**src/rtl/clk_mgr_pkg.sv**
```systemverilog
// Shared definitions for the clock manager: FSM encoding, parameter defaults
// and the counter-width helper used to size the lock and hold counters.
package clk_mgr_pkg;

    typedef enum logic [1:0] {
        ST_PDN     = 2'd0,
        ST_LOCKING = 2'd1,
        ST_LOCKED  = 2'd2
    } state_t;

    localparam int DEF_NUM_CH      = 2;
    localparam int DEF_DIV_W       = 8;
    localparam int DEF_LOCK_CYCLES = 16;
    localparam int DEF_RST_HOLD    = 4;

    // Bits needed to hold 0..n-1, never less than one.
    function automatic int cnt_w(input int n);
        return (n <= 2) ? 1 : $clog2(n);
    endfunction

endpackage

```
**src/rtl/clk_mgr_ch.sv**
```systemverilog
// One divider channel: a wrap-around counter producing a per-period enable
// pulse and a 50%-duty level, idle whenever the manager is not locked.
module clk_mgr_ch
    import clk_mgr_pkg::*;
#(
    parameter int DIV_W = DEF_DIV_W
) (
    input  logic             clk,
    input  logic             reset_,
    input  logic             run,
    input  logic             clear,
    input  logic [DIV_W-1:0] div,
    input  logic             phase,
    output logic             ce,
    output logic             lvl
);

    logic [DIV_W-1:0] cnt;
    logic [DIV_W-1:0] cnt_nxt;
    logic [DIV_W-1:0] d_eff;
    logic [DIV_W:0]   half;
    logic             lvl_raw;

    // A ratio of zero behaves like one; the high half gets the extra cycle on odd ratios.
    always_comb begin
        d_eff   = (div == '0) ? DIV_W'(1) : div;
        half    = ({1'b0, d_eff} + (DIV_W + 1)'(1)) >> 1;
        cnt_nxt = (clear || (cnt >= d_eff - DIV_W'(1))) ? '0 : cnt + DIV_W'(1);
    end

    // Outputs are registered from the count the next cycle will carry.
    always_ff @(posedge clk or negedge reset_) begin
        if (!reset_) begin
            cnt     <= '0;
            ce      <= 1'b0;
            lvl_raw <= 1'b0;
        end else if (run) begin
            cnt     <= cnt_nxt;
            ce      <= (cnt_nxt == d_eff - DIV_W'(1));
            lvl_raw <= ({1'b0, cnt_nxt} < half);
        end else begin
            cnt     <= '0;
            ce      <= 1'b0;
            lvl_raw <= 1'b0;
        end
    end

    assign lvl = lvl_raw ^ phase;

endmodule

```
**src/rtl/clk_mgr.sv**
```systemverilog
// Clock manager: lock/power-down/relock sequencing, sequenced reset output and
// NUM_CH programmable divider channels that run only while locked.
module clk_mgr
    import clk_mgr_pkg::*;
#(
    parameter int                NUM_CH      = DEF_NUM_CH,
    parameter int                DIV_W       = DEF_DIV_W,
    parameter int                LOCK_CYCLES = DEF_LOCK_CYCLES,
    parameter int                RST_HOLD    = DEF_RST_HOLD,
    parameter logic [NUM_CH-1:0] PHASE180    = '0
) (
    input  logic                    clk,
    input  logic                    reset_,
    input  logic                    pwrdn,
    input  logic                    cfg_we,
    input  logic [NUM_CH*DIV_W-1:0] div_in,
    output logic [NUM_CH-1:0]       ch_ce,
    output logic [NUM_CH-1:0]       ch_lvl,
    output logic                    locked,
    output logic                    rst_out_
);

    localparam int LW = cnt_w(LOCK_CYCLES);
    localparam int HW = cnt_w(RST_HOLD);
    localparam logic [LW-1:0] LOCK_LAST = LW'(LOCK_CYCLES - 1);
    localparam logic [HW-1:0] HOLD_LAST = HW'(RST_HOLD - 1);

    state_t                    state, state_nxt;
    logic [LW-1:0]             lock_cnt, lock_nxt;
    logic [HW-1:0]             hold_cnt, hold_nxt;
    logic [NUM_CH*DIV_W-1:0]   div_reg, div_nxt;
    logic                      locked_nxt, rst_nxt;

    // Power-down beats reconfiguration; a reconfiguration always restarts the lock count.
    always_comb begin
        state_nxt = state;
        lock_nxt  = lock_cnt;
        hold_nxt  = hold_cnt;
        div_nxt   = cfg_we ? div_in : div_reg;
        if (pwrdn) begin
            state_nxt = ST_PDN;
        end else if (cfg_we && state != ST_PDN) begin
            state_nxt = ST_LOCKING;
            lock_nxt  = '0;
        end else begin
            unique case (state)
                ST_PDN: begin
                    state_nxt = ST_LOCKING;
                    lock_nxt  = '0;
                end
                ST_LOCKING: begin
                    if (lock_cnt == LOCK_LAST) begin
                        state_nxt = ST_LOCKED;
                        hold_nxt  = '0;
                    end else begin
                        lock_nxt = lock_cnt + LW'(1);
                    end
                end
                ST_LOCKED: begin
                    if (hold_cnt != HOLD_LAST) hold_nxt = hold_cnt + HW'(1);
                end
                default: state_nxt = ST_LOCKING;
            endcase
        end
        locked_nxt = (state_nxt == ST_LOCKED);
        rst_nxt    = (state == ST_LOCKED) && (state_nxt == ST_LOCKED) && (hold_cnt == HOLD_LAST);
    end

    always_ff @(posedge clk or negedge reset_) begin
        if (!reset_) begin
            state    <= ST_LOCKING;
            lock_cnt <= '0;
            hold_cnt <= '0;
            div_reg  <= '1;
            locked   <= 1'b0;
            rst_out_ <= 1'b0;
        end else begin
            state    <= state_nxt;
            lock_cnt <= lock_nxt;
            hold_cnt <= hold_nxt;
            div_reg  <= div_nxt;
            locked   <= locked_nxt;
            rst_out_ <= rst_nxt;
        end
    end

    // Channels restart from zero on the first locked cycle.
    for (genvar i = 0; i < NUM_CH; i++) begin : g_ch
        clk_mgr_ch #(
            .DIV_W (DIV_W)
        ) u_ch (
            .clk    (clk),
            .reset_ (reset_),
            .run    (state_nxt == ST_LOCKED),
            .clear  (state != ST_LOCKED),
            .div    (div_reg[i*DIV_W +: DIV_W]),
            .phase  (PHASE180[i]),
            .ce     (ch_ce[i]),
            .lvl    (ch_lvl[i])
        );
    end

endmodule

```
**config.mk**
```make
export PLATFORM = sky130hd
export DESIGN_NAME = clk_mgr
export DESIGN_NICKNAME = d
export VERILOG_FILES = /design/src/rtl/clk_mgr_pkg.sv /design/src/rtl/clk_mgr_ch.sv /design/src/rtl/clk_mgr.sv
export SDC_FILE = /design/constraint.sdc
export NUM_CORES = 1
export LEC_CHECK = 0
export CORE_MARGIN = 2
export CORE_UTILIZATION = 64
export CTS_CLUSTER_SIZE = 20
export DETAILED_ROUTE_END_ITERATION = 12
export GPL_TIMING_DRIVEN = 0
export PLACE_DENSITY = 0.86
export SETUP_SLACK_MARGIN = 0.4
export SKIP_LAST_GASP = 1
export SYNTH_ARGS = -nofsm -noshare
export SYNTH_HDL_FRONTEND = slang
export SYNTH_SLANG_ARGS = --single-unit
```
**constraint.sdc**
```tcl
create_clock -name clk -period 8.3 [get_ports clk]
set_input_delay 1.245 -clock clk [delete_from_list [all_inputs] [get_ports clk]]
set_output_delay 1.245 -clock clk [all_outputs]
set_load 0.02 [all_outputs]
```
* After elaboration in Yosys (flattened, before gate mapping)
Index checks and enable logic that the tools add are counted.
** Operators by class
- Bitwise operators :: 2
- Add/sub/neg operators :: 8
- Reductions and logical operators :: 13
- Mux-type cells :: 20
- $lt $le $gt $ge :: 4
- Equal/unequal tests :: 12
** Operator list (count)
- $mux 8 :: 6
- $add 8x1->9 const B :: 2
- $add 8x1->8 const B :: 2
- $eq 8x8->1 :: 2
- $ge 8x8->1 :: 2
- $logic_not 8->1 :: 2
- $lt 8x8->1 :: 2
- $sub 8x1->8 const B :: 2
- $mux 2 :: 5
- $mux 4 :: 2
- $ne 2x2->1 const B :: 4
- $pmux 2 s2 :: 2
- $pmux 4 s2 :: 1
- $eq 2x2->1 const B :: 3
- $reduce_and 5->1 :: 1
- $add 4x1->4 const B :: 1
- $eq 4x4->1 const B :: 1
- $mux 1 :: 4
- $reduce_bool 2->1 :: 2
- $logic_and 1x1->1 :: 3
- $ne 3x3->1 const B :: 1
- $reduce_and 3->1 :: 1
- $reduce_bool 3->1 :: 1
- $add 2x1->2 const B :: 1
- 4 further kinds :: 6
** Word-level totals
- Register bits after elaboration :: 46

* Logic depth before layout (Yosys ltp)
Gate-level depths: netlist (run 1).
- Word-level depth :: 8
- Mapped depth :: 20
- Depth with buffers taken out :: 18

* Modules after synthesis
A second synthesis (run 1) with hierarchy kept.
** Unflattened totals
- Cells, all modules :: 412
- Area total of the unflattened synthesis :: 3876.2 um2
** Modules (own cells, without submodules)
- clk_mgr_ch (g_ch[1].u_ch) :: seq. area each 250.2 um2, area an instance 1353.8 um2, times used 1, cells an instance 159
- clk_mgr_ch (g_ch[0].u_ch) :: seq. area each 250.2 um2, area an instance 1311.3 um2, times used 1, cells an instance 162
- clk_mgr :: seq. area each 671.9 um2, area an instance 1211.2 um2, times used 1, cells an instance 91

* Worst setup path after synthesis (run 1)
Ideal clock, no wire load.
- Path type :: reg2reg
- Start :: register div_reg[2]
- End :: register g_ch[0].u_ch.lvl_raw
- Arrival time :: 4.145 ns
- Required time :: 8.175 ns
- Setup time :: 0.125 ns
- Buffers on the path :: 2
- Clock period less this slack :: 4.270 ns
- Setup slack :: 4.030 ns
- Cell stages (with the launch flop) :: 20
- Cell sequence :: dfstp_2 > clkbuf_1 > nor3_1 > a31oi_1 > ha_1 > nor3b_1 > xnor2_1 > ha_1 > o2111ai_1 > a21oi_1 > or2_1 > buf_2 > nor2_1 > ha_1 > a21o_1 > a21oi_1 > nor2b_1 > o21ai_0 > nand2b_1 > a2111oi_0
** On the way
- Cells in the longest elaborated chain, start to end :: 8
- Elaborated cells on any way between the ends :: 9
** RTL lines
- start: declaration :: line clk_mgr.sv:31 : logic [NUM_CH*DIV_W-1:0] div_reg, div_nxt;
- start signal: assignment :: line clk_mgr.sv:81 : div_reg <= div_nxt;
- $logic_not 8->1 :: line clk_mgr_ch.sv:26 : d_eff = (div == '0) ? DIV_W'(1) : div;
- $mux 8 (*) :: line clk_mgr_ch.sv:26
- $sub 8x1->8 :: line clk_mgr_ch.sv:28 : cnt_nxt = (clear || (cnt >= d_eff - DIV_W'(1))) ? '0 : cnt + DIV_W'(1);
- $ge 8x8->1 :: line clk_mgr_ch.sv:28
- $logic_or 1x1->1 :: line clk_mgr_ch.sv:28
- $mux 8 :: line clk_mgr_ch.sv:28
- $lt 8x8->1 (*) :: line clk_mgr_ch.sv:40 : lvl_raw <= ({1'b0, cnt_nxt} < half);
- $mux 1 (*) :: line clk_mgr_ch.sv:37 : end else if (run) begin
- end signal: assignment :: line clk_mgr_ch.sv:40
- end: declaration :: line clk_mgr_ch.sv:22 : logic lvl_raw;
Mark *: on every way between the ends. The rest lies on a longest branch, timed or not.
A chain may end at the register's enable or synchronous reset.

* Worst setup path in the final report (run 1)
- Start :: register div_reg[3]
- End :: register g_ch[0].u_ch.lvl_raw
The elaborated chain is that of the path after synthesis.

==> metrics.md, run 1 <==
| Metric | Value |
|---|---|
| Pin count of the biggest net entering global routing | `29` |
| GR Util met3 | `4.71%` |
| Global-route congestion overflow total | `0` |
| Post-synthesis area per instance | `9.20 sq um` |
| Clock transition at the registers of the reported paths | `approximately 0.080 ns` |
| Clk sink count | `between 40 and 50` |
| Final design instance area without fill | `roughly 4000 sq um` |
| Detail-routed net length per standard cell | `15.4 um` |
| Start of the worst register-to-register path | `div_reg[3]$_DFFE_PN1P_` |
| Clock network fraction of design power | `27.8%` |
| Setup Buffers After CTS | `0` |
| Instance area at placement | `between 3000 and 4000 sq um` |
| Utilization after layout | `roughly three quarters` |
| Minimum period implied by the final worst setup slack | `around 5.2 ns` |
| Area occupied by registers | `1170 sq um` |
| Worst R2R Setup Slack | `approximately 3.1 ns` |
| Maximum fanout along the worst path | `10` |
| Post-DP HPWL | `around 5.8 mm` |
| P&R area growth vs syn | `12.6%` |
| Number of inserted diodes | `0` |
| Internal portion of total power | `364 uW` |
| Die Span X | `78.3 um` |
| Final estimated routing congestion in global placement | `around 0.87` |
| Source-to-sink clock delay at the later pin of the worst-skew pair | `a little over 0.3 ns` |
| Post-DRT Antenna Nets | `0` |
| Clock tree from TritonCTS | `built` |
| Seq/Total Area, Yosys | `between 30% and 40%` |
| RSZ-0062 raised after global routing | `false` |
| Final slew viol count | `0` |
| Number of storage elements in the synthesis netlist | `46` |
| Worst Hold Path Cells | `1` |
| H-tree depth | `2` |
| Count of synthesis-stage warnings from yosys | `0` |
| Initial standard-cell utilization of the core | `~65%` |
| Data required time at the worst endpoint | `roughly 8.4 ns` |
| Final WL | `roughly 7.5 mm` |
| Cell type of the slowest stage on the worst timing path | `sky130_fd_sc_hd__a2111oi_0` |
| Reported max-cap violation count | `0` |
| Switching part of the total | `29.8%` |
| DR iter-0 viols | `~120` |
| Register-to-Register Path Depth | `19` |
| Async S/R FF share, synth | `100%` |
| Area of the placeable core | `5410 sq um` |
| Startpoint of the most critical hold path | `lock_cnt[0]$_DFFE_PN0P_` |
| Fraction of layout instances using a drive strength above 1 | `about an eighth` |
| Net switching power | `~150 uW` |
| Biggest area contributors in the synthesized netlist | `sky130_fd_sc_hd__dfrtp_1, sky130_fd_sc_hd__ha_1, sky130_fd_sc_hd__dfstp_2` |
| Worst vdd rail ir drop | `104 uV` |
| Hold/Removal Path Class | `reg2reg` |
| Slew @ Worst Pin | `0.577 ns` |
| Longest Clk Path Bufs | `2` |
| Area of the multi-input gates | `between 2000 and 2500 sq um` |
| Endpoint kind of the worst setup timing path | `flip-flop` |
| Achievable frequency | `0.193 GHz` |
| Root Buffer | `sky130_fd_sc_hd__clkbuf_8` |
| Top-area cell type share of the netlist area | `about a fifth` |
| Top cell by count, worst path | `sky130_fd_sc_hd__ha_1` |
| Cts hold-fix bufs | `0` |
| Top-Level Pins | `26` |
| Data arrival, critical path | `5.32 ns` |
| Final setup TNS | `0 ns` |
| Final Hold Vio Count | `0` |
| CP delay by family, top | `compound AO/OA/AOI/OAI gates` |
| Routed via count divided by cell count | `5.97` |
| Cells after Synth | `between 300 and 400` |
| Total number of vias | `2925` |
| Critical Setup Path Class | `reg2reg` |
| Most frequent cells after synthesis | `sky130_fd_sc_hd__ha_1, sky130_fd_sc_hd__nor2_1, sky130_fd_sc_hd__dfrtp_1, sky130_fd_sc_hd__nand2_1, sky130_fd_sc_hd__xor2_1` |
| Die ar. | `slightly above 6000 sq um` |
| Relative slew margins | `around 60%` |
| Syn Nets | `approximately 440` |
| Count of port buffers added during placement | `25` |
| Sequential group share of total power | `a little under half` |
| Hold Path Sink | `lock_cnt[0]$_DFFE_PN0P_` |
| Number of flops mapped to enable cells by yosys | `0` |
| Cell area after synthesis | `approximately 3500 sq um` |
| Placement Rows | `27` |
| Via count of the first global-routing pass | `2897` |
| Number of nets in the final layout | `about 480` |
| Antenna violations before repair | `0` |
| Final Cycle Share | `between 60% and 70%` |
| Drc violations | `0` |
| Setup crit start kind | `flip-flop` |
| GRT Total Usage | `26.9%` |
| Pre-Repair DR Iteration Count | `4` |
| Top-count cell post-synth | `sky130_fd_sc_hd__ha_1` |
| Power per cell area | `130 nW/um^2` |
| Commonest register cell after synthesis | `sky130_fd_sc_hd__dfrtp_1` |
| Met2 Resource Use GR | `around 47%` |
| Filler cell count | `~400` |
| Critical Path Max Stage Delay | `roughly 0.57 ns` |
| Netlist cell types | `54` |
| Busiest grt layer | `met2` |
| Met1 Usage GRT | `approximately a third` |
| First-pass GRT wire length | `13.1 mm` |
| Depth of the critical timing path with buffers and inverters included | `19` |
| Status | `finished, final reports clean` |
| FF-to-FF End | `g_ch[0].u_ch.lvl_raw$_DFF_PN0_` |
| Clock Skew | `around 0.0042 ns` |
| Number of setup violations in the final report | `0` |
| Dominant cell type by area after synthesis | `sky130_fd_sc_hd__dfrtp_1` |
| Comb power frac | `approximately a quarter` |
| Die height | `about 78 um` |
| Critical Path, Cell by Cell | `clkbuf_1, nor3_1, a31oi_1, ha_1, nor3b_1, xnor2_1, ha_1, o2111ai_1, a21oi_1, or2_1, buf_2, nor2_1, ha_1, a21o_1, a21oi_1, nor2b_1, o21ai_0, nand2b_1, a2111oi_0` |
| Number of buffers added by the clock tree synthesis step | `5` |
| Number of cells upsized or downsized after cts | `0` |
| Combined buffer and inverter count along the critical path | `2` |
| Leakage power figure | `1.72 nW` |
[worst max-delay path by stage]
stage | from | endpoint | slack [ns]
floorplan | div_reg[2]$_DFFE_PN1P_ | g_ch[0].u_ch.lvl_raw$_DFF_PN0_ | 4.03
global placement | div_reg[3]$_DFFE_PN1P_ | g_ch[0].u_ch.lvl_raw$_DFF_PN0_ | 3.36
finish | div_reg[3]$_DFFE_PN1P_ | g_ch[0].u_ch.lvl_raw$_DFF_PN0_ | 3.12
detailed placement | div_reg[3]$_DFFE_PN1P_ | g_ch[0].u_ch.lvl_raw$_DFF_PN0_ | 3.21
CTS | div_reg[3]$_DFFE_PN1P_ | g_ch[0].u_ch.lvl_raw$_DFF_PN0_ | 3.17
global route | div_reg[2]$_DFFE_PN1P_ | g_ch[0].u_ch.lvl_raw$_DFF_PN0_ | 2.67
[cell usage in the layout (no fill, tap or decap), types with 13 or more instances in the layout]
cell type,synthesis,final
sky130_fd_sc_hd__inv_1,13,13
sky130_fd_sc_hd__xnor2_1,18,18
sky130_fd_sc_hd__xor2_1,22,22
sky130_fd_sc_hd__dfstp_2,17,17
sky130_fd_sc_hd__nor3_1,16,16
sky130_fd_sc_hd__nand2_1,23,23
sky130_fd_sc_hd__dfrtp_1,29,29
sky130_fd_sc_hd__o21ai_0,15,15
sky130_fd_sc_hd__ha_1,40,40
sky130_fd_sc_hd__mux2_2,14,14
sky130_fd_sc_hd__clkdlybuf4s50_1,0,24
sky130_fd_sc_hd__nor2_1,35,35
sky130_fd_sc_hd__nand3_1,16,16
sky130_fd_sc_hd__a21oi_1,14,14
[worst register-to-register path, stage by stage (launching register included)]
cell	delay, ns
sky130_fd_sc_hd__dfstp_2	0.53
sky130_fd_sc_hd__clkbuf_1	0.25
sky130_fd_sc_hd__nor3_1	0.14
sky130_fd_sc_hd__a31oi_1	0.42
sky130_fd_sc_hd__ha_1	0.29
sky130_fd_sc_hd__nor3b_1	0.24
sky130_fd_sc_hd__xnor2_1	0.28
sky130_fd_sc_hd__ha_1	0.26
sky130_fd_sc_hd__o2111ai_1	0.15
sky130_fd_sc_hd__a21oi_1	0.39
sky130_fd_sc_hd__or2_1	0.23
sky130_fd_sc_hd__buf_2	0.22
sky130_fd_sc_hd__nor2_1	0.07
sky130_fd_sc_hd__ha_1	0.31
sky130_fd_sc_hd__a21o_1	0.18
sky130_fd_sc_hd__a21oi_1	0.18
sky130_fd_sc_hd__nor2b_1	0.06
sky130_fd_sc_hd__o21ai_0	0.14
sky130_fd_sc_hd__nand2b_1	0.07
sky130_fd_sc_hd__a2111oi_0	0.57
[area by class of cell]
type	instances	share of cell area [%]
multi-input cells	307	55.7
flip-flops and latches	46	29.5
repair buffers	26	6.66
plain buffers	18	2.39
well taps	72	2.26
clock buffers	7	2.17
inverters	13	1.23
clock inverters	1	0.126
[layer usage]
layer | vias up | wire length, um | part of all wire, %
met1 | 1409 | 3370 | 45
met4 | 0 | 105 | 1.4
li1 | 1437 | - | -
met3 | 13 | 269 | 3.6
met2 | 66 | 3790 | 50
met5 | - | 0 | 0
[power groups by stage]
stage                     Sequential [mW]  Clock [mW]  Combinational, mW
after CTS                           0.248       0.148              0.127
after floorplan                     0.250           0             0.0902
after detailed placement            0.252           0              0.126
final                               0.248       0.144              0.127
after global placement              0.251           0              0.119
after global routing                0.249       0.154              0.143
[cell families after synthesis]
group                    after synthesis  share of synthesized area, %
XOR/XNOR                              40                          9.91
multiplexers                          16                          5.03
AO/OA/AOI/OAI                         67                          12.6
flip-flops                            46                          33.2
buffers and inverters                 31                          4.07
adder cells (fa/ha/maj)               40                          14.2
AND/OR/NAND/NOR                      144                          21.0
[through the flow]
stage                     hold slack (ns)  worst slack (ns)  std cells  power, mW
after CTS                           0.551              3.17        490      0.522
after global placement              0.520              3.36        481      0.370
after global routing                0.579              2.67        490      0.546
final                               0.543              3.12        490      0.519
after floorplan                     0.495              4.03        384      0.340
after detailed placement            0.536              3.21        482      0.377
(Power assumes the default switching activity.)
==> run 2, diff against run 1 <==
CORE_UTILIZATION = 60   (was 64)
PLACE_DENSITY = 0.81   (was 0.86)
clock period = 4.9 ns   (was 8.3 ns; I/O delays follow)
==> run 2 against run 1 <==
  * Clock power rose by 66%
  * Final cell count rose by 1.6%
  * Combinational power rose by 91%
  * Hold slack got worse by 0.19 ns
  * Largest cell class unchanged
==> metrics.md, run 2 (same netlist as run 1, synthesis figures left out) <==
| Metric | Value |
|---|---|
| Number of setup violations in the final report | `0 (unchanged)` |
| Minimum period implied by the final worst setup slack | `4.26 ns (-0.916 ns)` |
| Most common cell after layout, fill and taps aside | `sky130_fd_sc_hd__ha_1` |
| RSZ-0062 raised after global routing | `false` |
| Worst R2R Setup Slack | `0.64 ns (-2.48 ns)` |
| Setup slack after placement | `0.0413 ns (-3.17 ns)` |
| Achievable frequency | `0.235 GHz (+22%)` |
| Cts hold-fix bufs | `0 (unchanged)` |
| Start of the worst register-to-register path | `div_reg[3]$_DFFE_PN1P_` |
| Data arrival, critical path | `4.46 ns (-0.86 ns)` |
| Comb power frac | `26.9% (+2.4 points)` |
| Post-DP HPWL | `5.53 mm (-4.8%)` |
| Placement Rows | `27 (unchanged)` |
| Post-route non-filler standard cell count | `498 (+1.6%)` |
| Data required time at the worst endpoint | `5.10 ns (-3.34 ns)` |
| FF-to-FF End | `g_ch[0].u_ch.lvl_raw$_DFF_PN0_` |
| Number of inserted diodes | `0 (unchanged)` |
| Top-Level Pins | `26 (unchanged)` |
| Total instance count after detailed placement | `482 (unchanged)` |
| Die height | `80.7 um (+3.1%)` |
| Antenna violations before repair | `0 (unchanged)` |
| Commonest non-fill, non-tap cells in the layout | `sky130_fd_sc_hd__ha_1, sky130_fd_sc_hd__nor2_1, sky130_fd_sc_hd__dfrtp_1` |
| Internal portion of total power | `620 uW (+70%)` |
| Die ar. | `6520 sq um (+6.3%)` |
| Clock transition at the registers of the reported paths | `0.09 ns (about the same)` |
| Clock tree from TritonCTS | `built` |
| Net switching power | `284 uW (+83%)` |
| Number of buffers added by the clock tree synthesis step | `5 (unchanged)` |
| Final estimated routing congestion in global placement | `0.877 (+0.32%)` |
| Final Cycle Share | `86.9% (+25 points)` |
| Via count of the first global-routing pass | `2761 (-4.7%)` |
| GRT Total Usage | `24.7% (-2.1 points)` |
| Count of port buffers added during placement | `25 (unchanged)` |
| Setup crit start kind | `flip-flop` |
| Reported max-cap violation count | `0 (unchanged)` |
| First element of the critical path | `div_reg[3]$_DFFE_PN1P_` |
| Clock network fraction of design power | `26.5% (-1.3 points)` |
| First-pass GRT wire length | `12.7 mm (-3.1%)` |
| Switching part of the total | `31.4% (+1.5 points)` |
| Filler cell count | `394 (-2.0%)` |
| Hold/Removal Path Class | `in2async` |
| Post-DRT Antenna Nets | `0 (unchanged)` |
| P&R area growth vs syn | `18.6%` |
| Die Span X | `80.7 um (+3.1%)` |
| Relative slew margins | `56.8% (-3.6 points)` |
| Fraction of layout instances using a drive strength above 1 | `20.2% (+7.3 points)` |
| Routed via count divided by cell count | `5.87 (-1.7%)` |
| Endpoint kind of the worst setup timing path | `flip-flop` |
| Worst vdd rail ir drop | `123 uV (+18%)` |
| Capturing instance or port of the critical path | `g_ch[0].u_ch.lvl_raw$_DFF_PN0_` |
| Area of the placeable core | `5610 sq um (+3.8%)` |
| Worst Slack Setup Final | `0.640 ns (-2.48 ns)` |
| Critical Setup Path Class | `reg2reg` |
| Detail-routed net length per standard cell | `15.1 um (-1.6%)` |
| Global-route congestion overflow total | `0 (unchanged)` |
| Longest Clk Path Bufs | `2 (unchanged)` |
| Clock Skew | `0.00790 ns (+0.00369 ns)` |
| Sequential group share of total power | `46.7% (-1.0 points)` |
| Final setup TNS | `0 ns (unchanged)` |
| Maximum fanout along the worst path | `10 (unchanged)` |
| Power per cell area | `216 nW/um^2 (+66%)` |
| Initial standard-cell utilization of the core | `63.0% (-2.4 points)` |
| Total number of vias | `2922 (-0.10%)` |
| DR iter-0 viols | `161 (+31%)` |
| Leakage power figure | `1.80 nW (+4.8%)` |
| Number of nets in the final layout | `485 (+1.7%)` |
| Slew @ Worst Pin | `0.648 ns (+0.0711 ns)` |
| Clk sink count | `46 (unchanged)` |
| Pre-Repair DR Iteration Count | `4 (unchanged)` |
| Final WL | `7.54 mm (about the same)` |
| Register-to-Register Path Depth | `20 (+1)` |
| Pin count of the biggest net entering global routing | `29 (unchanged)` |
| Final slew viol count | `0 (unchanged)` |
| Drc violations | `0 (unchanged)` |
| H-tree depth | `2 (unchanged)` |
| Root Buffer | `sky130_fd_sc_hd__clkbuf_8` |
| Source-to-sink clock delay at the later pin of the worst-skew pair | `0.30 ns (about the same)` |
| Final Hold Vio Count | `0 (unchanged)` |
| Status | `finished, final reports clean` |
[run 2: power groups by stage]
stage | clock, mW | combinational, mW | sequential [mW]
2_1_floorplan | 0 | 0.153 | 0.423
3_3_place_gp | 0 | 0.203 | 0.425
3_5_place_dp | 0 | 0.212 | 0.426
4_1_cts | 0.245 | 0.222 | 0.420
5_1_grt | 0.257 | 0.270 | 0.425
6_report | 0.239 | 0.243 | 0.422
[run 2: final cells by class]
type | count | area (sq um) | share of cell area (%)
multi-input combinational | 307 | 2350 | 56.2
sequential | 46 | 1170 | 28.0
timing repair buffer | 34 | 325 | 7.76
buffer | 18 | 110 | 2.63
tap | 72 | 90.1 | 2.15
clock buffer | 5 | 68.8 | 1.64
inverter | 13 | 48.8 | 1.16
clock inverter | 3 | 20.0 | 0.478
[run 2: timing repair]
| action | in CTS | in global routing |
|---|---|---|
| gates cloned | 0 | 0 |
| endpoints found under the setup margin | 2 | 2 |
| setup buffers | 1 | 7 |
| pin swaps | 1 | 2 |
| gates resized for setup | 14 | 23 |
[run 2: how the worst min path moves through the flow]
stage,startpoint,end,slack (ns),cells past startpoint
floorplan,reset_,g_ch[0].u_ch.ce$_DFF_PN0_,0.44,0
global placement,lock_cnt[1]$_DFFE_PN0P_,lock_cnt[1]$_DFFE_PN0P_,0.52,2
detailed placement,lock_cnt[1]$_DFFE_PN0P_,lock_cnt[1]$_DFFE_PN0P_,0.53,2
CTS,reset_,g_ch[0].u_ch.cnt[0]$_DFF_PN0_,0.37,1
global route,reset_,g_ch[0].u_ch.cnt[1]$_DFF_PN0_,0.40,1
finish,reset_,g_ch[0].u_ch.cnt[0]$_DFF_PN0_,0.35,1
[run 2: per-layer routing]
layer / up-vias / track usage, % / routed length (um)
li1: 1456 / - / -
met2: 53 / 43.3 / 3740
met1: 1403 / 32.5 / 3470
met4: 0 / 5.59 / 88
met5: - / 0 / 0
met3: 10 / 3.78 / 236
[run 2: critical path: stages (launching register included)]
cell and delay [ns]:
sky130_fd_sc_hd__dfstp_2 0.53, sky130_fd_sc_hd__clkbuf_2 0.23, sky130_fd_sc_hd__nor3_4 0.09, sky130_fd_sc_hd__a31oi_4 0.18, sky130_fd_sc_hd__ha_4 0.18, sky130_fd_sc_hd__nand3b_1 0.14
sky130_fd_sc_hd__xor2_2 0.23, sky130_fd_sc_hd__ha_1 0.29, sky130_fd_sc_hd__a21o_1 0.18, sky130_fd_sc_hd__a21oi_1 0.16, sky130_fd_sc_hd__o21ai_2 0.11, sky130_fd_sc_hd__or2_1 0.26
sky130_fd_sc_hd__buf_2 0.19, sky130_fd_sc_hd__nor2_1 0.12, sky130_fd_sc_hd__ha_1 0.25, sky130_fd_sc_hd__a21o_1 0.18, sky130_fd_sc_hd__a21oi_1 0.17, sky130_fd_sc_hd__nor2b_1 0.06
sky130_fd_sc_hd__o21ai_0 0.14, sky130_fd_sc_hd__nand2b_1 0.09, sky130_fd_sc_hd__a2111oi_2 0.35
[run 2: through the flow]
step | hold WS (ns) | utilization [%] | power (mW) | area [sq um]
floorplan | 0.439 | - | 0.576 | 3530
global placement | 0.522 | 69.1 | 0.628 | 3870
detailed placement | 0.533 | 69.3 | 0.638 | 3890
CTS | 0.369 | 72.1 | 0.887 | 4050
finish | 0.355 | 74.7 | 0.904 | 4190
global route | 0.397 | 74.7 | 0.952 | 4190
